==> config.mk <==
export PLATFORM = sky130hd
export DESIGN_NAME = bp_fe_bp_perceptron_train_ctrl
export DESIGN_NICKNAME = d
export VERILOG_FILES = /design/src/rtl/bp_fe_bp_perceptron_train_ctrl.sv
export SDC_FILE = /design/constraint.sdc
export NUM_CORES = 1
export LEC_CHECK = 0
export ABC_CLOCK_PERIOD_IN_PS = 4000
export CORE_AREA = 2 2 202 145
export CTS_BUF_LIST = sky130_fd_sc_hd__clkbuf_2 sky130_fd_sc_hd__clkbuf_4 sky130_fd_sc_hd__clkbuf_8
export CTS_CLUSTER_DIAMETER = 100
export CTS_CLUSTER_SIZE = 10
export DETAILED_ROUTE_END_ITERATION = 16
export DIE_AREA = 0 0 204 147
export GPL_TIMING_DRIVEN = 0
export PLACE_DENSITY = 0.75
export SYNTH_ARGS = -nofsm -noshare
export SYNTH_HDL_FRONTEND = slang
export SYNTH_SLANG_ARGS = --single-unit
==> constraint.sdc <==
create_clock -name clk_i -period 4 [get_ports clk_i]
set_input_delay 0.6 -clock clk_i [delete_from_list [all_inputs] [get_ports clk_i]]
set_output_delay 0.6 -clock clk_i [all_outputs]
set_load 0.005 [all_outputs]
==> src/rtl/bp_fe_bp_perceptron_train_ctrl.sv <==
// Perceptron weight-table training sequencer: queues resolved branches, filters the ones
// that need training, and read-modify-writes the weight row over a port shared with predictions.
module bp_fe_bp_perceptron_train_ctrl #(
  parameter int bht_idx_width_p = 6,
  parameter int bp_n_hist       = 8,
  parameter int weight_width_p  = 8,
  parameter int sum_width_p     = 12,
  parameter int theta_p         = 29,
  parameter int fifo_els_p      = 4,
  parameter int starve_lim_p    = 4
) (
  input  logic                                     clk_i,
  input  logic                                     reset_n_i,
  input  logic                                     upd_v_i,
  output logic                                     upd_ready_o,
  input  logic [bht_idx_width_p-1:0]               upd_idx_i,
  input  logic                                     upd_taken_i,
  input  logic [sum_width_p-1:0]                   upd_sum_i,
  input  logic [bp_n_hist-1:0]                     upd_hist_i,
  input  logic                                     pred_v_i,
  input  logic [bht_idx_width_p-1:0]               pred_idx_i,
  output logic                                     pred_stall_o,
  output logic                                     wt_v_o,
  output logic                                     wt_w_o,
  output logic [bht_idx_width_p-1:0]               wt_addr_o,
  output logic [(bp_n_hist+1)*weight_width_p-1:0]  wt_data_o,
  input  logic [(bp_n_hist+1)*weight_width_p-1:0]  wt_data_i,
  output logic                                     busy_o
);

  localparam int row_w_lp    = (bp_n_hist+1)*weight_width_p;
  localparam int ptr_w_lp    = (fifo_els_p > 1) ? $clog2(fifo_els_p) : 1;
  localparam int cnt_w_lp    = $clog2(fifo_els_p+1);
  localparam int starve_w_lp = $clog2(starve_lim_p+1);

  localparam logic [cnt_w_lp-1:0]       fifo_full_lp  = cnt_w_lp'(fifo_els_p);
  localparam logic [cnt_w_lp-1:0]       cnt_one_lp    = cnt_w_lp'(1);
  localparam logic [ptr_w_lp-1:0]       ptr_one_lp    = ptr_w_lp'(1);
  localparam logic [starve_w_lp-1:0]    starve_max_lp = starve_w_lp'(starve_lim_p);
  localparam logic [starve_w_lp-1:0]    starve_one_lp = starve_w_lp'(1);
  localparam logic [sum_width_p:0]      theta_lp      = (sum_width_p+1)'(theta_p);
  localparam logic [weight_width_p-1:0] w_max_lp      = {1'b0, {(weight_width_p-1){1'b1}}};
  localparam logic [weight_width_p-1:0] w_min_lp      = {1'b1, {(weight_width_p-1){1'b0}}};
  localparam logic [weight_width_p-1:0] w_one_lp      = {{(weight_width_p-1){1'b0}}, 1'b1};

  typedef struct packed {
    logic [bht_idx_width_p-1:0] idx;
    logic                       taken;
    logic [sum_width_p-1:0]     sum;
    logic [bp_n_hist-1:0]       hist;
  } upd_entry_t;

  typedef enum logic [1:0] {ST_IDLE, ST_RD, ST_CAP, ST_WR} state_e;

  upd_entry_t                 fifo_mem [fifo_els_p];
  logic [ptr_w_lp-1:0]        wr_ptr_reg, rd_ptr_reg;
  logic [cnt_w_lp-1:0]        count_reg;
  state_e                     state_reg, state_next;
  logic [starve_w_lp-1:0]     starve_cnt_reg;
  logic [row_w_lp-1:0]        new_row_reg;
  logic [row_w_lp-1:0]        new_row;

  upd_entry_t                 head;
  logic                       fifo_empty, fifo_full;
  logic                       push, pop;
  logic                       train_req, grant, train;
  logic [sum_width_p:0]       sum_ext, sum_abs;

  // Update FIFO: small register file, head read combinationally
  assign fifo_empty  = (count_reg == '0);
  assign fifo_full   = (count_reg == fifo_full_lp);
  assign upd_ready_o = ~fifo_full;
  assign push        = upd_v_i & ~fifo_full;
  assign head        = fifo_mem[rd_ptr_reg];

  always_ff @(posedge clk_i) begin
    if (push) begin
      fifo_mem[wr_ptr_reg] <= '{idx: upd_idx_i, taken: upd_taken_i, sum: upd_sum_i, hist: upd_hist_i};
    end
  end

  always_ff @(posedge clk_i or negedge reset_n_i) begin
    if (!reset_n_i) begin
      wr_ptr_reg <= '0;
      rd_ptr_reg <= '0;
      count_reg  <= '0;
    end else begin
      if (push) wr_ptr_reg <= wr_ptr_reg + ptr_one_lp;
      if (pop)  rd_ptr_reg <= rd_ptr_reg + ptr_one_lp;
      case ({push, pop})
        2'b10:   count_reg <= count_reg + cnt_one_lp;
        2'b01:   count_reg <= count_reg - cnt_one_lp;
        default: count_reg <= count_reg;
      endcase
    end
  end

  // Sum magnitude is taken one bit wider so the most negative sum stays positive
  assign sum_ext = {head.sum[sum_width_p-1], head.sum};
  assign sum_abs = sum_ext[sum_width_p] ? -sum_ext : sum_ext;
  assign train   = ((~head.sum[sum_width_p-1]) != head.taken) || (sum_abs <= theta_lp);

  // Saturating +/-1 per weight; w0 follows the outcome, w(i+1) follows agreement with hist[i]
  genvar gi;
  generate
    for (gi = 0; gi <= bp_n_hist; gi++) begin : g_weight
      logic [weight_width_p-1:0] w_old;
      logic                      w_inc;
      assign w_old = wt_data_i[gi*weight_width_p +: weight_width_p];
      if (gi == 0) begin : g_bias
        assign w_inc = head.taken;
      end else begin : g_hist
        assign w_inc = (head.taken == head.hist[gi-1]);
      end
      assign new_row[gi*weight_width_p +: weight_width_p] =
        w_inc ? ((w_old == w_max_lp) ? w_old : w_old + w_one_lp)
              : ((w_old == w_min_lp) ? w_old : w_old - w_one_lp);
    end
  endgenerate

  assign train_req = (state_reg == ST_RD) || (state_reg == ST_WR);
  assign grant     = train_req && (!pred_v_i || (starve_cnt_reg == starve_max_lp));

  always_ff @(posedge clk_i or negedge reset_n_i) begin
    if (!reset_n_i) begin
      state_reg      <= ST_IDLE;
      starve_cnt_reg <= '0;
      new_row_reg    <= '0;
    end else begin
      state_reg <= state_next;
      if (grant) begin
        starve_cnt_reg <= '0;
      end else if (train_req) begin
        starve_cnt_reg <= starve_cnt_reg + starve_one_lp;
      end
      if (state_reg == ST_CAP) new_row_reg <= new_row;
    end
  end

  always_comb begin
    state_next   = state_reg;
    pop          = 1'b0;
    pred_stall_o = grant && pred_v_i;
    wt_v_o       = pred_v_i;
    wt_w_o       = 1'b0;
    wt_addr_o    = pred_idx_i;
    case (state_reg)
      ST_IDLE: begin
        if (!fifo_empty) begin
          if (!train) pop = 1'b1;
          else        state_next = ST_RD;
        end
      end
      ST_RD: begin
        if (grant) begin
          wt_v_o     = 1'b1;
          wt_addr_o  = head.idx;
          state_next = ST_CAP;
        end
      end
      ST_CAP: state_next = ST_WR;
      ST_WR: begin
        if (grant) begin
          wt_v_o     = 1'b1;
          wt_w_o     = 1'b1;
          wt_addr_o  = head.idx;
          pop        = 1'b1;
          state_next = ST_IDLE;
        end
      end
      default: state_next = ST_IDLE;
    endcase
  end

  assign wt_data_o = new_row_reg;
  assign busy_o    = !fifo_empty || (state_reg != ST_IDLE);

endmodule

==> results.tsv, run 1 <==
stage	metric	value	unit
grt	globalRouteMet3Util	5.26	%
power_and_ir_drop	static-leakage-power	0.00520	uW
logic_synthesis	syn_area_per_cell	10.4	um^2
logic_synthesis	post-synth-top-area-fraction	29.3	%
die	start_util	39.3	%
clock_tree	htreeDepth	4	
die	die_width	204	um
routing	dr.first_iter.drc_count	582	
finish	net_count_reported_at_finish	1424	
finish	final_layout_size_suffix_gt1_share	9.87	%
timing	setup_slack	55.4	ps
timing	report.final.hold_viol_count	0	
clock_tree	cts_tree	built	
logic_synthesis	yosysSeqAreaShare	48.2	%
routing	routed-via-count	9202	
logic_synthesis	netlist.top_cell.by_area	sky130_fd_sc_hd__edfxtp_1	
grt	most_used_routing_layer_in_global_routing	met1	
clock_tree	clk_pin_slew	120	ps
finish	fillerInstances	2604	
grt	grt_pass1_wl	47500	um
place	globalplace.congestion	0.919	
setup_path	crit_path_required_time	4420	ps
die	die_area	0.0300	mm^2
timing	achievable-frequency	254	MHz
power_and_ir_drop	irDropWorstVdd	0.000344	V
clock_tree	numCtsBuffers	17	
routing	route.detailed.wl_per_inst	18.0	um
routing	ant_nets	0	
finish	largest_register_ffs	108	
logic_synthesis	synth_unique_cells	75	
timing	maxSlewViolCount	0	
status	run_status	completed	
grt	met1_usage	30.1	%
logic_synthesis	asyncSetResetFlopFracSynth	43.8	%
timing	slew-limit-headroom	42.5	%
logic_synthesis	synth_warnings	0	
timing	setup_violations_final	0	
grt	grt_pass1_vias	8724	
setup_path	worst-path-max-fanout	6	
hold_path	hold_path_class	reg2reg	
place	place.detailed.instances	1620	
die	placementRows	52	
logic_synthesis	main_area_contributors_after_synthesis	sky130_fd_sc_hd__edfxtp_1, sky130_fd_sc_hd__dfrtp_1, sky130_fd_sc_hd__mux4_2	
finish	final_core_util	49.3	%
setup_path	start_kind	flop	
setup_path	worst-endpoint-arrival	4360	ps
clock_tree	cts_buffer_depth	2	
routing	viasPerCell	5.52	
timing	rsz_0062_raised_after_global_routing	yes	
place	placement.setup.worst_slack	-552	ps
grt	grt_start_max_net_pins	65	
finish	max_flop_register	fifo_mem	
logic_synthesis	mapped_nets	1216	
finish	layoutNonFillerInstCount	1666	
logic_synthesis	syn_area	0.0111	mm^2
grt	met2_usage	29.7	%
clock_tree	clock_root_buffer_master	sky130_fd_sc_hd__clkbuf_8	
routing	drc	0	
logic_synthesis	postSynthRegisterBits	192	
timing	timing.setup.tns	0	ps
die	design.core.area	0.0282	mm^2
timing	worst-slew-pin-transition	860	ps
finish	area_growth_syn_to_layout	25.6	%
place	numPortBuffers	175	
logic_synthesis	synth_edf_count	108	
logic_synthesis	synth.top_cells.by_count	sky130_fd_sc_hd__edfxtp_1, sky130_fd_sc_hd__nor2_1, sky130_fd_sc_hd__dfrtp_1	
setup_path	setup.worst_path.class	reg2reg	
setup_path	worst_setup_path_end_kind	flop	
logic_synthesis	postSynthCellCount	1066	
timing	timing.hold.ws	488	ps
clock_tree	clkLatencyLatePin	490	ps
routing	detail_route.first_pass.iterations	5	
power_and_ir_drop	power.density	704	mW/mm^2
place	estimated_wirelength_of_the_detail_placed_design	21600	um
routing	wl	30000	um
grt	antenna_found_initial	4	
logic_synthesis	yosys.cell_count.top_type	sky130_fd_sc_hd__edfxtp_1	
grt	globalRouteOverflowTotal	0	
die	io_pins	192	
job	drv.max_cap_violation_count	0	
timing	post-route-min-period	3940	ps
die	die_y	147	um
timing	layout_worst_path_cycle_share	98.6	%
clock_tree	tritoncts_num_sinks	192	
timing	fin_worst_skew	28.0	ps
grt	grt_util_all_layers	20.3	%
logic_synthesis	synthFlopType	sky130_fd_sc_hd__edfxtp_1	
-- worst paths after layout --
check / start / slack (ps) / cells after the start / endpoint
worst min register to register: wt_data_o[19] / 490 / 1 / wt_data_o[19]
max in group asynchronous: reset_n_i / 2790 / 3 / rd_ptr_reg[0]
min in group asynchronous: reset_n_i / 540 / 2 / wt_data_o[49]
worst min-delay path: wt_data_o[19] / 490 / 1 / wt_data_o[19]
worst max register to register: rd_ptr_reg[0] / 60 / 15 / count_reg[2]
worst max-delay path: rd_ptr_reg[0] / 60 / 15 / count_reg[2]
-- layout by cell type (no fill, tap or decap), types with 31 or more instances in the layout --
| cell type | count |
|---|---|
| sky130_fd_sc_hd__a21oi_1 | 55 |
| sky130_fd_sc_hd__edfxtp_1 | 108 |
| sky130_fd_sc_hd__o21ai_0 | 33 |
| sky130_fd_sc_hd__clkbuf_1 | 40 |
| sky130_fd_sc_hd__nand2_1 | 68 |
| sky130_fd_sc_hd__xnor2_1 | 31 |
| sky130_fd_sc_hd__dfrtp_1 | 83 |
| sky130_fd_sc_hd__ha_1 | 39 |
| sky130_fd_sc_hd__clkdlybuf4s50_1 | 174 |
| sky130_fd_sc_hd__inv_1 | 63 |
| sky130_fd_sc_hd__nor3_1 | 36 |
| sky130_fd_sc_hd__nand3_1 | 53 |
| sky130_fd_sc_hd__xor2_1 | 33 |
| sky130_fd_sc_hd__nor2_1 | 103 |
-- worst max-delay path, cell delays in order (launching register included) --
cell and delay [ps]:
sky130_fd_sc_hd__dfrtp_2 400, sky130_fd_sc_hd__buf_4 150, sky130_fd_sc_hd__mux4_2 510, sky130_fd_sc_hd__or3_4 440, sky130_fd_sc_hd__buf_4 160, sky130_fd_sc_hd__or4b_1 520, sky130_fd_sc_hd__o2111a_1 170, sky130_fd_sc_hd__o22ai_2 220
sky130_fd_sc_hd__o21ai_2 110, sky130_fd_sc_hd__a21oi_2 190, sky130_fd_sc_hd__ha_2 230, sky130_fd_sc_hd__inv_2 40, sky130_fd_sc_hd__fa_2 330, sky130_fd_sc_hd__xor2_1 150, sky130_fd_sc_hd__nor2_1 120, sky130_fd_sc_hd__xor2_1 150
-- power by group --
part,switching [uW],internal [uW]
clock network,841,485
logic,2980,2410
registers,312,2770
total,4140,5670
-- through the flow --
| stage | total power [uW] | instance area, um^2 |
|---|---|---|
| after floorplan | 6230 | 11100 |
| after global placement | 8200 | 13300 |
| after detailed placement | 8320 | 13300 |
| after CTS | 9760 | 13800 |
| after global routing | 10500 | 13900 |
| final | 9810 | 13900 |
-- routing by layer --
layer	vias to the layer above	routed length (um)
met1	4405	14100
met2	390	13000
li1	4371	-
met5	-	28
met3	32	2420
met4	4	436
-- cell type report --
cell class	count	area (um^2)	share of cell area (%)
flip-flops and latches	192	5350	38.4
plain buffers	50	219	1.57
repair buffers	191	1890	13.6
multi-input cells	755	5340	38.3
inverters	67	251	1.81
clock buffers	18	241	1.73
diodes	1	2.50	0.0180
clock inverters	14	159	1.14
well taps	378	473	3.40
-- timing repair --
action | CTS | global route
hold buffers | 1 | 0
buffers inserted | 5 | 9
endpoints found under the setup margin | 11 | 1
pin swaps | 4 | 6
gates resized for setup | 14 | 5
endpoints found under the hold margin | 20 | 0
-- cells by family (layout without fill, tap and decap cells) --
logic type	count (synthesis)	count (layout)	synth area share (%)
buffers and inverters	119	340	4.18
AOI/OAI and AO/OA	223	223	12.9
other	0	1	0
adders and majority gates	41	41	4.70
muxes	55	55	8.22
and+or+nand+nor	372	372	16.8
DFF	192	192	48.2
xor gates and xnor gates	64	64	5.06
Power figures use the tool's default switching activity.
==> run 2, diff against run 1 <==
- SKIP_CTS_REPAIR_TIMING: default -> 1
==> run 2 against run 1 <==
  * Sequential power hardly changed
  * Non-clock buffer count grew 2
  * Register-to-register slack about the same
==> results.tsv, run 2 (synthesis gave the netlist of run 1 again) <==
stage	metric	value	unit
status	run_status	completed	
clock_tree	tritoncts_num_sinks	192	
die	die_width	204	um
clock_tree	clkLatencyLatePin	490	ps
timing	worst-slew-pin-transition	868	ps
die	placementRows	52	
setup_path	critPathMaxStageDelay	550	ps
timing	setup_violations_final	0	
routing	ant_nets	0	
job	drv.max_cap_violation_count	0	
power_and_ir_drop	power.density	704	mW/mm^2
die	die_y	147	um
timing	timing.setup.tns	0	ps
clock_tree	clk_pin_slew	110	ps
place	estimated_wirelength_of_the_detail_placed_design	21600	um
timing	layout_worst_path_cycle_share	98.3	%
power_and_ir_drop	irDropWorstVdd	0.000343	V
finish	area_growth_syn_to_layout	25.9	%
setup_path	setup.worst_path.class	reg2reg	
place	numPortBuffers	175	
routing	wl	30000	um
clock_tree	cts_tree	built	
finish	net_count_reported_at_finish	1426	
routing	viasPerCell	5.51	
finish	max_flop_register	fifo_mem	
die	die_area	0.0300	mm^2
timing	slew-limit-headroom	42.1	%
timing	maxSlewViolCount	0	
grt	grt_pass1_vias	8672	
routing	dr.first_iter.drc_count	581	
timing	report.final.hold_viol_count	0	
setup_path	worst-endpoint-arrival	4350	ps
setup_path	worst-path-max-fanout	6	
routing	routed-via-count	9190	
die	io_pins	192	
timing	post-route-min-period	3930	ps
setup_path	crit_path_frequent_cell	sky130_fd_sc_hd__xor2_1	
timing	fin_worst_skew	27.5	ps
clock_tree	htreeDepth	4	
die	design.core.area	0.0282	mm^2
finish	finish.instance_area	0.0140	mm^2
timing	achievable-frequency	254	MHz
setup_path	timing.critical_path.slowest_stage_cell	sky130_fd_sc_hd__or4_4	
hold_path	hold-path-cell-count	1	
die	start_util	39.3	%
clock_tree	numCtsBuffers	17	
routing	detail_route.first_pass.iterations	5	
hold_path	hold_path_class	reg2reg	
setup_path	start_kind	flop	
setup_path	worst_reg2reg_path_length_in_cells	14	
place	globalplace.congestion	0.919	
finish	largest_register_ffs	108	
clock_tree	clock_root_buffer_master	sky130_fd_sc_hd__clkbuf_8	
grt	grt_start_max_net_pins	65	
power_and_ir_drop	static-leakage-power	0.00521	uW
setup_path	cp_cell_sequence	buf_4 -> mux4_2 -> or3_4 -> or4_4 -> and3_4 -> o32ai_4 -> o21ai_2 -> a21oi_2 -> ha_2 -> inv_1 -> fa_2 -> xor2_1 -> nor2_1 -> xor2_1	
grt	grt_pass1_wl	47400	um
clock_tree	cts_buffer_depth	2	
finish	layout.cells.most_common	sky130_fd_sc_hd__clkdlybuf4s50_1	
finish	final_layout_size_suffix_gt1_share	10.1	%
finish	most-common-layout-cells	sky130_fd_sc_hd__clkdlybuf4s50_1, sky130_fd_sc_hd__edfxtp_1, sky130_fd_sc_hd__nor2_1, sky130_fd_sc_hd__dfrtp_1, sky130_fd_sc_hd__nand2_1	
timing	rsz_0062_raised_after_global_routing	yes	
setup_path	worst_setup_path_end_kind	flop	
setup_path	crit_path_required_time	4410	ps
grt	grt_util_all_layers	20.2	%
grt	antenna_found_initial	4	
routing	drc	0	
routing	route.detailed.wl_per_inst	18.0	um
place	placed_cell_area	0.0133	mm^2
grt	globalRouteOverflowTotal	0	
==> run 2: changes by cell type in the layout (fill, tap and decap cells not counted), sizes merged <==
cell,change
clkbuf,+1
buf,+1
==> run 2: through the flow <==
stage	power [uW]	instances	hold slack [ps]	worst slack, ps	utilization, %
2_1_floorplan	6230	1066	304	16.4	-
3_3_place_gp	8200	1619	462	-1030	47.1
3_5_place_dp	8320	1620	468	-552	47.2
4_1_cts	9650	1652	-34.4	-547	48.7
5_1_grt	10600	1667	509	-96.9	49.4
6_report	9830	1668	488	66.8	49.4
==> run 2: final timing paths <==
check | start | end | slack, ps
max | rd_ptr_reg[0] | count_reg[2] | 70
min | wt_data_o[19] | wt_data_o[19] | 490
max reg2reg | rd_ptr_reg[0] | count_reg[2] | 70
min reg2reg | wt_data_o[19] | wt_data_o[19] | 490
max in group asynchronous | reset_n_i | rd_ptr_reg[0] | 2790
min in group asynchronous | reset_n_i | wt_data_o[49] | 550
==> run 2: cell type report <==
class                      count  area, um^2
tap                          378         473
sequential                   192        5350
antenna                        1        2.50
timing repair buffer         193        1910
buffer                        50         220
multi-input combinational    755        5360
inverter                      67         251
clock inverter                14         159
fill                        2604       14300
clock buffer                  18         241
==> run 2: critical path, delay by kind of cell, from the launching register on <==
| kind | cells | cell delay, ps |
|---|---|---|
| adders and majority gates | 2 | 540 |
| and+or+nand+nor | 4 | 1290 |
| xor gates and xnor gates | 2 | 280 |
| buffers and inverters | 2 | 200 |
| DFF | 1 | 420 |
| muxes | 1 | 530 |
| AOI/OAI and AO/OA | 3 | 590 |
==> run 2: per-layer routing <==
layer / routed length (um) / track usage [%] / share of wire, % / vias up
met2: 12900 / 29.4 / 43 / 381
met5: 28 / 0 / 0.093 / -
met3: 2420 / 5.28 / 8.1 / 35
met4: 464 / 5.04 / 1.5 / 4
met1: 14100 / 30.0 / 47 / 4401
li1: - / - / - / 4369
==> run 2: where the power goes <==
group          switching, uW  internal (uW)  total, uW
combinational           2990           2440       5420
sequential               314           2770       3090
clock                    837            485       1320
==> run 3, diff against run 2 <==
- RECOVER_POWER: default -> 50
==> run 3 against run 2 <==
  * The run now ends with capacitance limit, slew limit left
  * Utilization is 0.075 points lower
  * Non-clock buffer count stayed put
  * Clock power hardly changed
  * First-iteration DRC count is 2.9% lower
  * Sequential cell count stayed put
  * Critical path depth stayed put
  * Die area stayed put
  * Final cell count is 0.18% higher
  * Global-route usage stayed put
  * Clock-buffer cell count stayed put
  * Critical path type unchanged
  * Largest power group unchanged
  * Highest routed layer unchanged
==> results.tsv, run 3 (synthesis gave the netlist of run 1 again) <==
stage	metric	value	unit
finish	max_flop_register	fifo_mem	
power_and_ir_drop	static-leakage-power	0.00521	uW
grt	grt_start_max_net_pins	65	
setup_path	worst_setup_path_end_kind	flop	
finish	multi_input_area	0.00536	mm^2
finish	final_layout_size_suffix_gt1_share	9.85	%
grt	grt_pass1_vias	8672	
hold_path	timing.hold.worst.start	wt_data_o[19]	
setup_path	critical_path.reg2reg.startpoint	rd_ptr_reg[0]	
routing	drc	0	
power_and_ir_drop	irDropWorstVdd	0.000343	V
timing	fin_worst_skew	27.9	ps
place	placement.setup.worst_slack	-552	ps
clock_tree	clkLatencyLatePin	490	ps
die	die_y	147	um
power_and_ir_drop	clkPwrFrac	13.5	%
routing	routed-via-count	9132	
setup_path	start_kind	flop	
timing	post-route-min-period	3930	ps
status	run_status	complete, but fails checks	
finish	net_count_reported_at_finish	1426	
routing	dr.first_iter.drc_count	564	
place	estimated_wirelength_of_the_detail_placed_design	21600	um
setup_path	worst-endpoint-arrival	4340	ps
finish	area_growth_syn_to_layout	25.7	%
grt	grt_util_all_layers	20.2	%
finish	largest_register_ffs	108	
clock_tree	clock_root_buffer_master	sky130_fd_sc_hd__clkbuf_8	
timing	maxSlewViolCount	65	
finish	finish.instance_area	0.0139	mm^2
routing	detail_route.first_pass.iterations	4	
die	design.core.area	0.0282	mm^2
setup_path	family_with_the_most_delay_on_the_worst_path	simple AND/OR/NAND/NOR gates	
finish	most-common-layout-cells	sky130_fd_sc_hd__clkdlybuf4s50_1, sky130_fd_sc_hd__edfxtp_1, sky130_fd_sc_hd__nor2_1, sky130_fd_sc_hd__dfrtp_1, sky130_fd_sc_hd__nand2_1	
die	die_width	204	um
timing	slew-limit-headroom	-14.7	%
grt	grt_pass1_wl	47400	um
timing	achievable-frequency	254	MHz
clock_tree	tritoncts_num_sinks	192	
finish	fillerInstances	2609	
setup_path	crit_path_frequent_cell	sky130_fd_sc_hd__xor2_1	
power_and_ir_drop	switching_share	42.1	%
routing	ant_nets	0	
clock_tree	numCtsBuffers	17	
clock_tree	cts_buffer_depth	2	
power_and_ir_drop	power.density	704	mW/mm^2
place	globalplace.congestion	0.919	
job	drv.max_cap_violation_count	1	
die	start_util	39.3	%
clock_tree	htreeDepth	4	
power_and_ir_drop	power.internal	5690	uW
setup_path	crit_path_required_time	4410	ps
clock_tree	cts_tree	built	
routing	wl	29900	um
grt	antenna_found_initial	5	
grt	globalRouteOverflowTotal	0	
timing	worst-slew-pin-transition	1720	ps
routing	viasPerCell	5.46	
setup_path	setup.worst_path.class	reg2reg	
power_and_ir_drop	report.power.total	9810	uW
hold_path	hold-path-cell-count	1	
power_and_ir_drop	pwr-share-comb	55.1	%
place	numPortBuffers	175	
place	placed_cell_area	0.0133	mm^2
die	io_pins	192	
timing	rsz_0062_raised_after_global_routing	yes	
setup_path	timing.critical_path.slowest_stage_cell	sky130_fd_sc_hd__or4_4	
timing	setup_violations_final	0	
setup_path	critPathMaxStageDelay	550	ps
setup_path	cp_num_cells	14	
power_and_ir_drop	seq_power_share	31.5	%
timing	setup_slack	67.6	ps
hold_path	hold_path_class	reg2reg	
finish	final-seq-area	0.00535	mm^2
finish	layout.cells.most_common	sky130_fd_sc_hd__clkdlybuf4s50_1	
setup_path	reg2reg_setup_slack	70	ps
timing	layout_worst_path_cycle_share	98.3	%
clock_tree	clk_pin_slew	120	ps
timing	report.final.hold_viol_count	0	
setup_path	cp_cell_sequence	buf_4 -> mux4_2 -> or3_4 -> or4_4 -> and3_4 -> o32ai_4 -> o21ai_2 -> a21oi_2 -> ha_2 -> inv_1 -> fa_2 -> xor2_1 -> nor2_1 -> xor2_1	
status	failing_checks	capacitance limit, slew limit	
routing	route.detailed.wl_per_inst	17.9	um
setup_path	critical_path.startpoint	rd_ptr_reg[0]	
setup_path	worst_reg2reg_path_length_in_cells	14	
setup_path	cp.buffers_inverters	2	
setup_path	worst-path-max-fanout	6	
die	die_area	0.0300	mm^2
timing	timing.setup.tns	0	ps
power_and_ir_drop	total_switching_power	4130	uW
die	placementRows	52	
[run 3: cell types whose count changed in the layout (fill, tap and decap cells not counted), moves of 2 or more]
cell                              delta
sky130_fd_sc_hd__and3_1              +2
sky130_fd_sc_hd__and3_2              -2
sky130_fd_sc_hd__clkdlybuf4s50_1    -27
sky130_fd_sc_hd__diode_2             +3
sky130_fd_sc_hd__dlygate4sd3_1      +27
[run 3: final timing paths]
check                                 to
max in group asynchronous  rd_ptr_reg[0]
hold / removal             wt_data_o[19]
hold reg to reg            wt_data_o[19]
min in group asynchronous  wt_data_o[49]
setup reg to reg            count_reg[2]
setup / recovery            count_reg[2]
[run 3: area by class of cell]
cell class / instances / area share [%]
Clock inverter: 14 / 1.14
Multi-Input combinational cell: 755 / 38.4
Buffer: 50 / 1.58
Clock buffer: 18 / 1.73
Inverter: 67 / 1.80
Timing Repair Buffer: 193 / 13.5
Sequential cell: 192 / 38.4
Tap cell: 378 / 3.39
Antenna cell: 4 / 0.0718
[run 3: per-stage QoR]
| step | hold slack [ps] | util (%) | instances |
|---|---|---|---|
| 6_report | 488 | 49.4 | 1671 |
| 5_1_grt | 509 | 49.3 | 1668 |
| 4_1_cts | -34.4 | 48.7 | 1652 |
| 3_5_place_dp | 468 | 47.2 | 1620 |
| 3_3_place_gp | 462 | 47.1 | 1619 |
| 2_1_floorplan | 304 | - | 1066 |
[run 3: power groups by stage]
stage | Combinational (uW) | Clock (uW) | Sequential [uW]
2_1_floorplan | 3140 | 0 | 3090
3_3_place_gp | 5080 | 0 | 3120
3_5_place_dp | 5190 | 0 | 3130
4_1_cts | 5200 | 1350 | 3090
5_1_grt | 5960 | 1430 | 3170
6_report | 5400 | 1320 | 3090
[run 3: worst reg2reg max path, delay by kind of cell (launching register included)]
kind,cells,cell delay [ps]
AO/OA/AOI/OAI,3,580
XOR/XNOR,2,280
adder cells (fa/ha/maj),2,540
buffers and inverters,2,200
flip-flops,1,420
multiplexers,1,530
AND/OR/NAND/NOR,4,1290
[run 3: routing by layer]
| metal | global-route usage [%] | vias up | part of all wire, % |
|---|---|---|---|
| li1 | - | 4374 | - |
| met1 | 30.0 | 4361 | 47 |
| met2 | 29.4 | 362 | 44 |
| met3 | 5.28 | 31 | 7.9 |
| met4 | 5.04 | 4 | 1.4 |
| met5 | 0 | - | 0.094 |
